===== src/rtl/iic_arbiter_if.sv =====
// Requester-side and IIC-driver-side bundles for iic_arbiter.
// master drives the command (requesters / arbiter); slave answers it (arbiter / driver).
interface iic_req_if;
    logic [1:0]  req_valid;
    logic [1:0]  req_rd;
    logic [15:0] req_dev;
    logic [31:0] req_reg;
    logic [15:0] req_wdata;
    logic [1:0]  req_ready;
    logic [1:0]  req_done;
    logic [1:0]  req_err;
    logic [7:0]  rdata;
    logic        grant;

    modport master (
        output req_valid, req_rd, req_dev, req_reg, req_wdata,
        input  req_ready, req_done, req_err, rdata, grant
    );
    modport slave (
        input  req_valid, req_rd, req_dev, req_reg, req_wdata,
        output req_ready, req_done, req_err, rdata, grant
    );
endinterface

interface iic_drv_if;
    logic        start_en;
    logic        wr_rd_flag;
    logic [7:0]  i2c_device_addr;
    logic [15:0] register;
    logic [7:0]  data_byte;
    logic        busy;
    logic        err;
    logic [7:0]  rd_data;

    modport master (
        output start_en, wr_rd_flag, i2c_device_addr, register, data_byte,
        input  busy, err, rd_data
    );
    modport slave (
        input  start_en, wr_rd_flag, i2c_device_addr, register, data_byte,
        output busy, err, rd_data
    );
endinterface


===== src/rtl/iic_arbiter.sv =====
// Two-requester round-robin arbiter in front of one IIC driver; IIC_ARB_TIMEOUT_EN adds a transaction watchdog.
// Latency: start_en the cycle after accept, req_done one cycle after the driver drops busy.
// Backpressure: req_ready only in IDLE with the driver idle; one transaction in flight at a time.
module iic_arbiter #(
    parameter int unsigned TIMEOUT_CYCLES = 50000
) (
    input logic       clk_i,
    input logic       rst_n,
    iic_req_if.slave  req,
    iic_drv_if.master drv
);

    localparam logic [2:0] IDLE      = 3'd0;
    localparam logic [2:0] START     = 3'd1;
    localparam logic [2:0] WAIT_BUSY = 3'd2;
    localparam logic [2:0] RUN       = 3'd3;
    localparam logic [2:0] DONE      = 3'd4;

    typedef struct packed {
        logic        rd;
        logic [7:0]  dev;
        logic [15:0] regad;
        logic [7:0]  wdata;
    } cmd_t;

    logic [2:0] state;
    logic       last_grant;
    logic       grant_q;
    logic       start_q;
    logic       err_acc;
    logic [1:0] done_q;
    logic [1:0] err_q;
    logic [7:0] rdata_q;
    cmd_t       cmd_q;

    logic       win;
    logic [1:0] ready;
    logic       accept;
    cmd_t       win_cmd;

    // With both requesters pending the one that did not go last wins.
    always_comb begin
        win   = (req.req_valid == 2'b11) ? ~last_grant : req.req_valid[1];
        ready = 2'b00;
        if (state == IDLE && !drv.busy && req.req_valid != 2'b00) begin
            ready[win] = 1'b1;
        end
        win_cmd.rd = req.req_rd[win];
        if (win) begin
            win_cmd.dev   = req.req_dev[15:8];
            win_cmd.regad = req.req_reg[31:16];
            win_cmd.wdata = req.req_wdata[15:8];
        end else begin
            win_cmd.dev   = req.req_dev[7:0];
            win_cmd.regad = req.req_reg[15:0];
            win_cmd.wdata = req.req_wdata[7:0];
        end
    end

    assign accept = |(req.req_valid & ready);

`ifdef IIC_ARB_TIMEOUT_EN
    // Accept and START precede counting and DONE follows the hit, hence the offset of 3.
    localparam logic [15:0] TMO_LAST = 16'(TIMEOUT_CYCLES - 3);
    logic [15:0] tmo_cnt;
    logic        tmo_hit;

    always_ff @(posedge clk_i) begin
        if (!rst_n) begin
            tmo_cnt <= '0;
        end else if (accept) begin
            tmo_cnt <= '0;
        end else if (state == WAIT_BUSY || state == RUN) begin
            tmo_cnt <= tmo_cnt + 16'd1;
        end
    end

    assign tmo_hit = (state == WAIT_BUSY || state == RUN) && (tmo_cnt == TMO_LAST);
`else
    logic tmo_hit;
    assign tmo_hit = 1'b0;
`endif

    always_ff @(posedge clk_i) begin
        if (!rst_n) begin
            state      <= IDLE;
            last_grant <= 1'b1;
            grant_q    <= 1'b0;
            start_q    <= 1'b0;
            err_acc    <= 1'b0;
            done_q     <= 2'b00;
            err_q      <= 2'b00;
            rdata_q    <= 8'h00;
            cmd_q      <= '0;
        end else begin
            start_q <= 1'b0;
            done_q  <= 2'b00;
            err_q   <= 2'b00;
            case (state)
                IDLE: begin
                    if (accept) begin
                        cmd_q   <= win_cmd;
                        grant_q <= win;
                        start_q <= 1'b1;
                        state   <= START;
                    end
                end
                START: state <= WAIT_BUSY;
                WAIT_BUSY: begin
                    if (tmo_hit) begin
                        done_q[grant_q] <= 1'b1;
                        err_q[grant_q]  <= 1'b1;
                        rdata_q         <= 8'h00;
                        state           <= DONE;
                    end else if (drv.busy) begin
                        state <= RUN;
                    end
                end
                RUN: begin
                    err_acc <= err_acc | drv.err;
                    if (tmo_hit) begin
                        done_q[grant_q] <= 1'b1;
                        err_q[grant_q]  <= 1'b1;
                        rdata_q         <= 8'h00;
                        state           <= DONE;
                    end else if (!drv.busy) begin
                        done_q[grant_q] <= 1'b1;
                        err_q[grant_q]  <= err_acc | drv.err;
                        rdata_q         <= drv.rd_data;
                        state           <= DONE;
                    end
                end
                DONE: begin
                    last_grant <= grant_q;
                    err_acc    <= 1'b0;
                    state      <= IDLE;
                end
                default: state <= IDLE;
            endcase
        end
    end

    assign req.req_ready       = ready;
    assign req.req_done        = done_q;
    assign req.req_err         = err_q;
    assign req.rdata           = rdata_q;
    assign req.grant           = grant_q;
    assign drv.start_en        = start_q;
    assign drv.wr_rd_flag      = cmd_q.rd;
    assign drv.i2c_device_addr = cmd_q.dev;
    assign drv.register        = cmd_q.regad;
    assign drv.data_byte       = cmd_q.wdata;

endmodule


===== src/flat_wrapper.sv =====
// flat-port wrapper written by rule: the top's interface ports become plain ports
module iic_arbiter_flat 
#(
    parameter int unsigned TIMEOUT_CYCLES = 50000
)
  (clk_i, rst_n, req_req_valid, req_req_rd, req_req_dev, req_req_reg, req_req_wdata, req_req_ready, req_req_done, req_req_err, req_rdata, req_grant, drv_start_en, drv_wr_rd_flag, drv_i2c_device_addr, drv_register, drv_data_byte, drv_busy, drv_err, drv_rd_data);
  iic_req_if req_i ();
  iic_drv_if drv_i ();
  input logic clk_i;
  input logic rst_n;
  input wire logic [$bits(req_i.req_valid)-1:0] req_req_valid;
  input wire logic [$bits(req_i.req_rd)-1:0] req_req_rd;
  input wire logic [$bits(req_i.req_dev)-1:0] req_req_dev;
  input wire logic [$bits(req_i.req_reg)-1:0] req_req_reg;
  input wire logic [$bits(req_i.req_wdata)-1:0] req_req_wdata;
  output wire logic [$bits(req_i.req_ready)-1:0] req_req_ready;
  output wire logic [$bits(req_i.req_done)-1:0] req_req_done;
  output wire logic [$bits(req_i.req_err)-1:0] req_req_err;
  output wire logic [$bits(req_i.rdata)-1:0] req_rdata;
  output wire logic [$bits(req_i.grant)-1:0] req_grant;
  output wire logic [$bits(drv_i.start_en)-1:0] drv_start_en;
  output wire logic [$bits(drv_i.wr_rd_flag)-1:0] drv_wr_rd_flag;
  output wire logic [$bits(drv_i.i2c_device_addr)-1:0] drv_i2c_device_addr;
  output wire logic [$bits(drv_i.register)-1:0] drv_register;
  output wire logic [$bits(drv_i.data_byte)-1:0] drv_data_byte;
  input wire logic [$bits(drv_i.busy)-1:0] drv_busy;
  input wire logic [$bits(drv_i.err)-1:0] drv_err;
  input wire logic [$bits(drv_i.rd_data)-1:0] drv_rd_data;
  assign req_i.req_valid = req_req_valid;
  assign req_i.req_rd = req_req_rd;
  assign req_i.req_dev = req_req_dev;
  assign req_i.req_reg = req_req_reg;
  assign req_i.req_wdata = req_req_wdata;
  assign req_req_ready = req_i.req_ready;
  assign req_req_done = req_i.req_done;
  assign req_req_err = req_i.req_err;
  assign req_rdata = req_i.rdata;
  assign req_grant = req_i.grant;
  assign drv_start_en = drv_i.start_en;
  assign drv_wr_rd_flag = drv_i.wr_rd_flag;
  assign drv_i2c_device_addr = drv_i.i2c_device_addr;
  assign drv_register = drv_i.register;
  assign drv_data_byte = drv_i.data_byte;
  assign drv_i.busy = drv_busy;
  assign drv_i.err = drv_err;
  assign drv_i.rd_data = drv_rd_data;
  iic_arbiter #(.TIMEOUT_CYCLES(TIMEOUT_CYCLES)) u_core (.clk_i(clk_i), .rst_n(rst_n), .req(req_i), .drv(drv_i));
endmodule

===== config.mk =====
export PLATFORM = sky130hd
export DESIGN_NAME = iic_arbiter_flat
export DESIGN_NICKNAME = d
export VERILOG_FILES = /design/src/rtl/iic_arbiter_if.sv /design/src/rtl/iic_arbiter.sv /design/src/flat_wrapper.sv
export SDC_FILE = /design/constraint.sdc
export NUM_CORES = 1
export LEC_CHECK = 0
export BUFFER_PORTS_ARGS = -buffer_cell sky130_fd_sc_hd__buf_4
export CAP_MARGIN = 40
export CORE_MARGIN = 2
export CORE_UTILIZATION = 33
export DETAILED_ROUTE_END_ITERATION = 6
export HOLD_SLACK_MARGIN = 0.08
export PLACE_DENSITY = 0.71
export SLEW_MARGIN = 20
export SYNTH_ARGS = -nofsm -noshare
export SYNTH_HDL_FRONTEND = slang
export SYNTH_SLANG_ARGS = --single-unit

===== constraint.sdc =====
create_clock -name clk_i -period 2 [get_ports clk_i]
set_clock_uncertainty 0.05 [all_clocks]
set_input_delay 0.2 -clock clk_i [delete_from_list [all_inputs] [get_ports clk_i]]
set_output_delay 0.2 -clock clk_i [all_outputs]
set_load 0.02 [all_outputs]

==> flow_metrics.tcl <==
set metrics [dict create \
    ir_drop_mv 0.317 \
    fin_crit_sh_pct 95.6 \
    worstPathArrival_ns 1.66 \
    drt_first_iter_violations 79 \
    yosys.area.top_type "dfxtp_1" \
    netlist_top_cells_area "dfxtp_1 48%, o32ai_1 13%, a22oi_1 12%" \
    status "finished, final reports clean" \
    grt_pass1_wl_um 10100 \
    power_density_mw_per_mm2 725 \
    grt_pass1_vias 2106 \
    maxCapViolCount 0 \
    end_kind "output pin" \
    hold_class "in -> reg" \
    clkLatencyLatePin_ns 0.29 \
    pin_count 129 \
    initial_core_util_pct 34.1 \
    core_area_mm2 0.00631 \
    hold_viol 0 \
    clock.fmax_mhz 523 \
    antennaDiodeCount 0 \
    grtUsageTotal_pct 17.1 \
    setup_viol 0 \
    syn_inst 225 \
    rsz0062_at_grt "no" \
    clockRootBuffer "clkbuf_8" \
    post_drt_via_cell_ratio 5.22 \
    tightest_slew_ns 0.583 \
    routedWlPerCell_um 14.8 \
    fillers 611 \
    wirelength_um 6240 \
    stdcell_area_mm2 0.00328 \
    htree_num_levels 2 \
    first_pass_iters 4 \
    min_period_ns 1.91 \
    fp-row-count 29 \
    ctsHoldBuffers 0 \
    grt_max_degree 35 \
    syn_nets 305 \
    ys_warn_count 0 \
    synth_area_per_cell_um2 9.56 \
    gp_congestion 0.704 \
    fin_nets 424 \
    cts_sinks 52 \
    antenna_found_initial 0 \
    p_leak_nw 1.52 \
    ff2ff_setup_slack_ns 0.33 \
    maxSlewHeadroom_pct 61.0 \
    drc_errors 0 \
    drive_above_1_share_pct 43.5 \
    setup_tns_ns 0 \
    tritoncts "built" \
    dp_hpwl_um 4590 \
    vias 2202 \
    portBuffers 128 \
    fin_util_pct 52.0 \
    ys_ff_latch 52 \
    cts_buffers 5 \
    ant_nets 0 \
    path_max_fanout 7 \
    synth_cell_types 24 \
    worst_setup_path_start_kind "flip-flop" \
    overflow 0 \
    die_h_um 84.7 \
    placed_cell_area_mm2 0.00319 \
    crit_required_ns 1.75 \
    clkTransAtPathRegs_ns 0.09 \
    synthesis.area_mm2 0.00215 \
    critPathKind "reg -> out" \
    die_w_um 84.7 \
    clock_path_buffers 2 \
    dieArea_mm2 0.00718 \
    syn2layout_area_growth_pct 52.6 \
    drv_slew 0 \
    synth_top_area_share_pct 48.4 \
    ys_seq_area_share_pct 48.4 \
]
[worst max-delay path: stages (launching register included)]
cell and delay (ns):
dfxtp_1 0.40, nor4_4 0.45, nor3b_2 0.33, buf_4 0.19
[layer usage]
layer  vias up  track usage [%]  wire (um)
met4         0             4.76         41
met5         -                0          0
met3         2             3.34        357
li1       1087                -          -
met1      1041             21.7       2560
met2        72             29.6       3280
[cells in the final DEF, fill, tap and decap left out, drive strengths merged]
cell type,count
inv,3
nor3,4
dfxtp,52
mux2i,9
a21oi,1
nand2,38
nor4b,1
o21a,1
clkinv,3
o211ai,1
nor4bb,1
a21boi,1
nor2b,10
a21bo,1
buf,136
o32ai,33
nor4,1
nor2,4
nor3b,2
and3,1
a22oi,33
clkbuf,6
a31oi,1
o21ai,2
[synthesized netlist by cell type]
library cell	n
dfxtp_1	52
nand2_1	38
nor3b_1	2
nor4_4	1
mux2i_1	9
o211ai_4	1
buf_2	7
a22oi_1	33
nor4bb_1	1
clkinv_1	1
inv_1	3
o21a_1	1
nor4b_1	1
nor2_1	4
a21boi_0	1
clkbuf_1	17
a21oi_1	1
o32ai_1	33
o21ai_0	2
nor3_1	4
a21bo_2	1
nor2b_1	10
and3_1	1
a31oi_1	1
[logic make-up (layout without fill, tap and decap cells)]
logic type | after synthesis | count (layout) | synth area share [%]
AOI/OAI and AO/OA | 74 | 74 | 28.1
muxes | 9 | 9 | 4.19
and+or+nand+nor | 62 | 62 | 14.0
buffers and inverters | 28 | 148 | 5.29
DFF | 52 | 52 | 48.4
[registers in the layout, indices dropped and copies added (netlist names)]
signal                      count
u_core.req.req_err              2
u_core.drv.start_en             1
u_core.drv.register            16
u_core.req.req_done             2
u_core.err_acc                  1
u_core.drv.i2c_device_addr      8
u_core.drv.data_byte            8
u_core.state                    3
u_core.drv.wr_rd_flag           1
u_core.last_grant               1
u_core.req.grant                1
u_core.req.rdata                8
[area by class of cell]
| class | count | area [um^2] | share of cell area, % |
|---|---|---|---|
| Clock buffer | 6 | 82.6 | 2.52 |
| Multi-Input combinational cell | 145 | 1010 | 30.8 |
| Inverter | 4 | 15.0 | 0.457 |
| Timing Repair Buffer | 136 | 1030 | 31.3 |
| Tap cell | 77 | 96.3 | 2.93 |
| Clock inverter | 2 | 10.0 | 0.305 |
| Sequential cell | 52 | 1040 | 31.7 |
[path summary, 6_finish.rpt]
check / startpoint / to / cells after the start
setup / recovery: u_core.state[0] / req_req_ready[0] / 3
hold / removal: drv_rd_data[6] / u_core.req.rdata[6] / 3
setup reg to reg: u_core.state[0] / u_core.drv.data_byte[2] / 4
hold reg to reg: u_core.drv.data_byte[0] / u_core.drv.data_byte[0] / 2
[per-stage QoR]
step	hold slack, ns	worst slack [ns]	cells	power (mW)
final	0.111	0.0886	422	2.38
after global routing	0.116	0.0343	422	2.51
after global placement	0.395	0.362	413	1.78
after detailed placement	0.401	0.335	414	1.80
after floorplan	0.291	0.203	225	1.49
after CTS	0.106	0.0204	422	2.41
[report_power, final]
part / internal, mW / leakage (nW) / switching (mW) / total, mW
sequential: 1.12 / 0.427 / 0.0520 / 1.18
combinational: 0.301 / 1.04 / 0.296 / 0.597
clock: 0.277 / 0.0510 / 0.330 / 0.607
total: 1.70 / 1.52 / 0.678 / 2.38
[repair_timing]
| item | in CTS | in global routing |
|---|---|---|
| resized for setup | 0 | 1 |
| setup endpoints to repair | 0 | 1 |
| setup buffers | 0 | 0 |
Power figures use the tool's default switching activity.
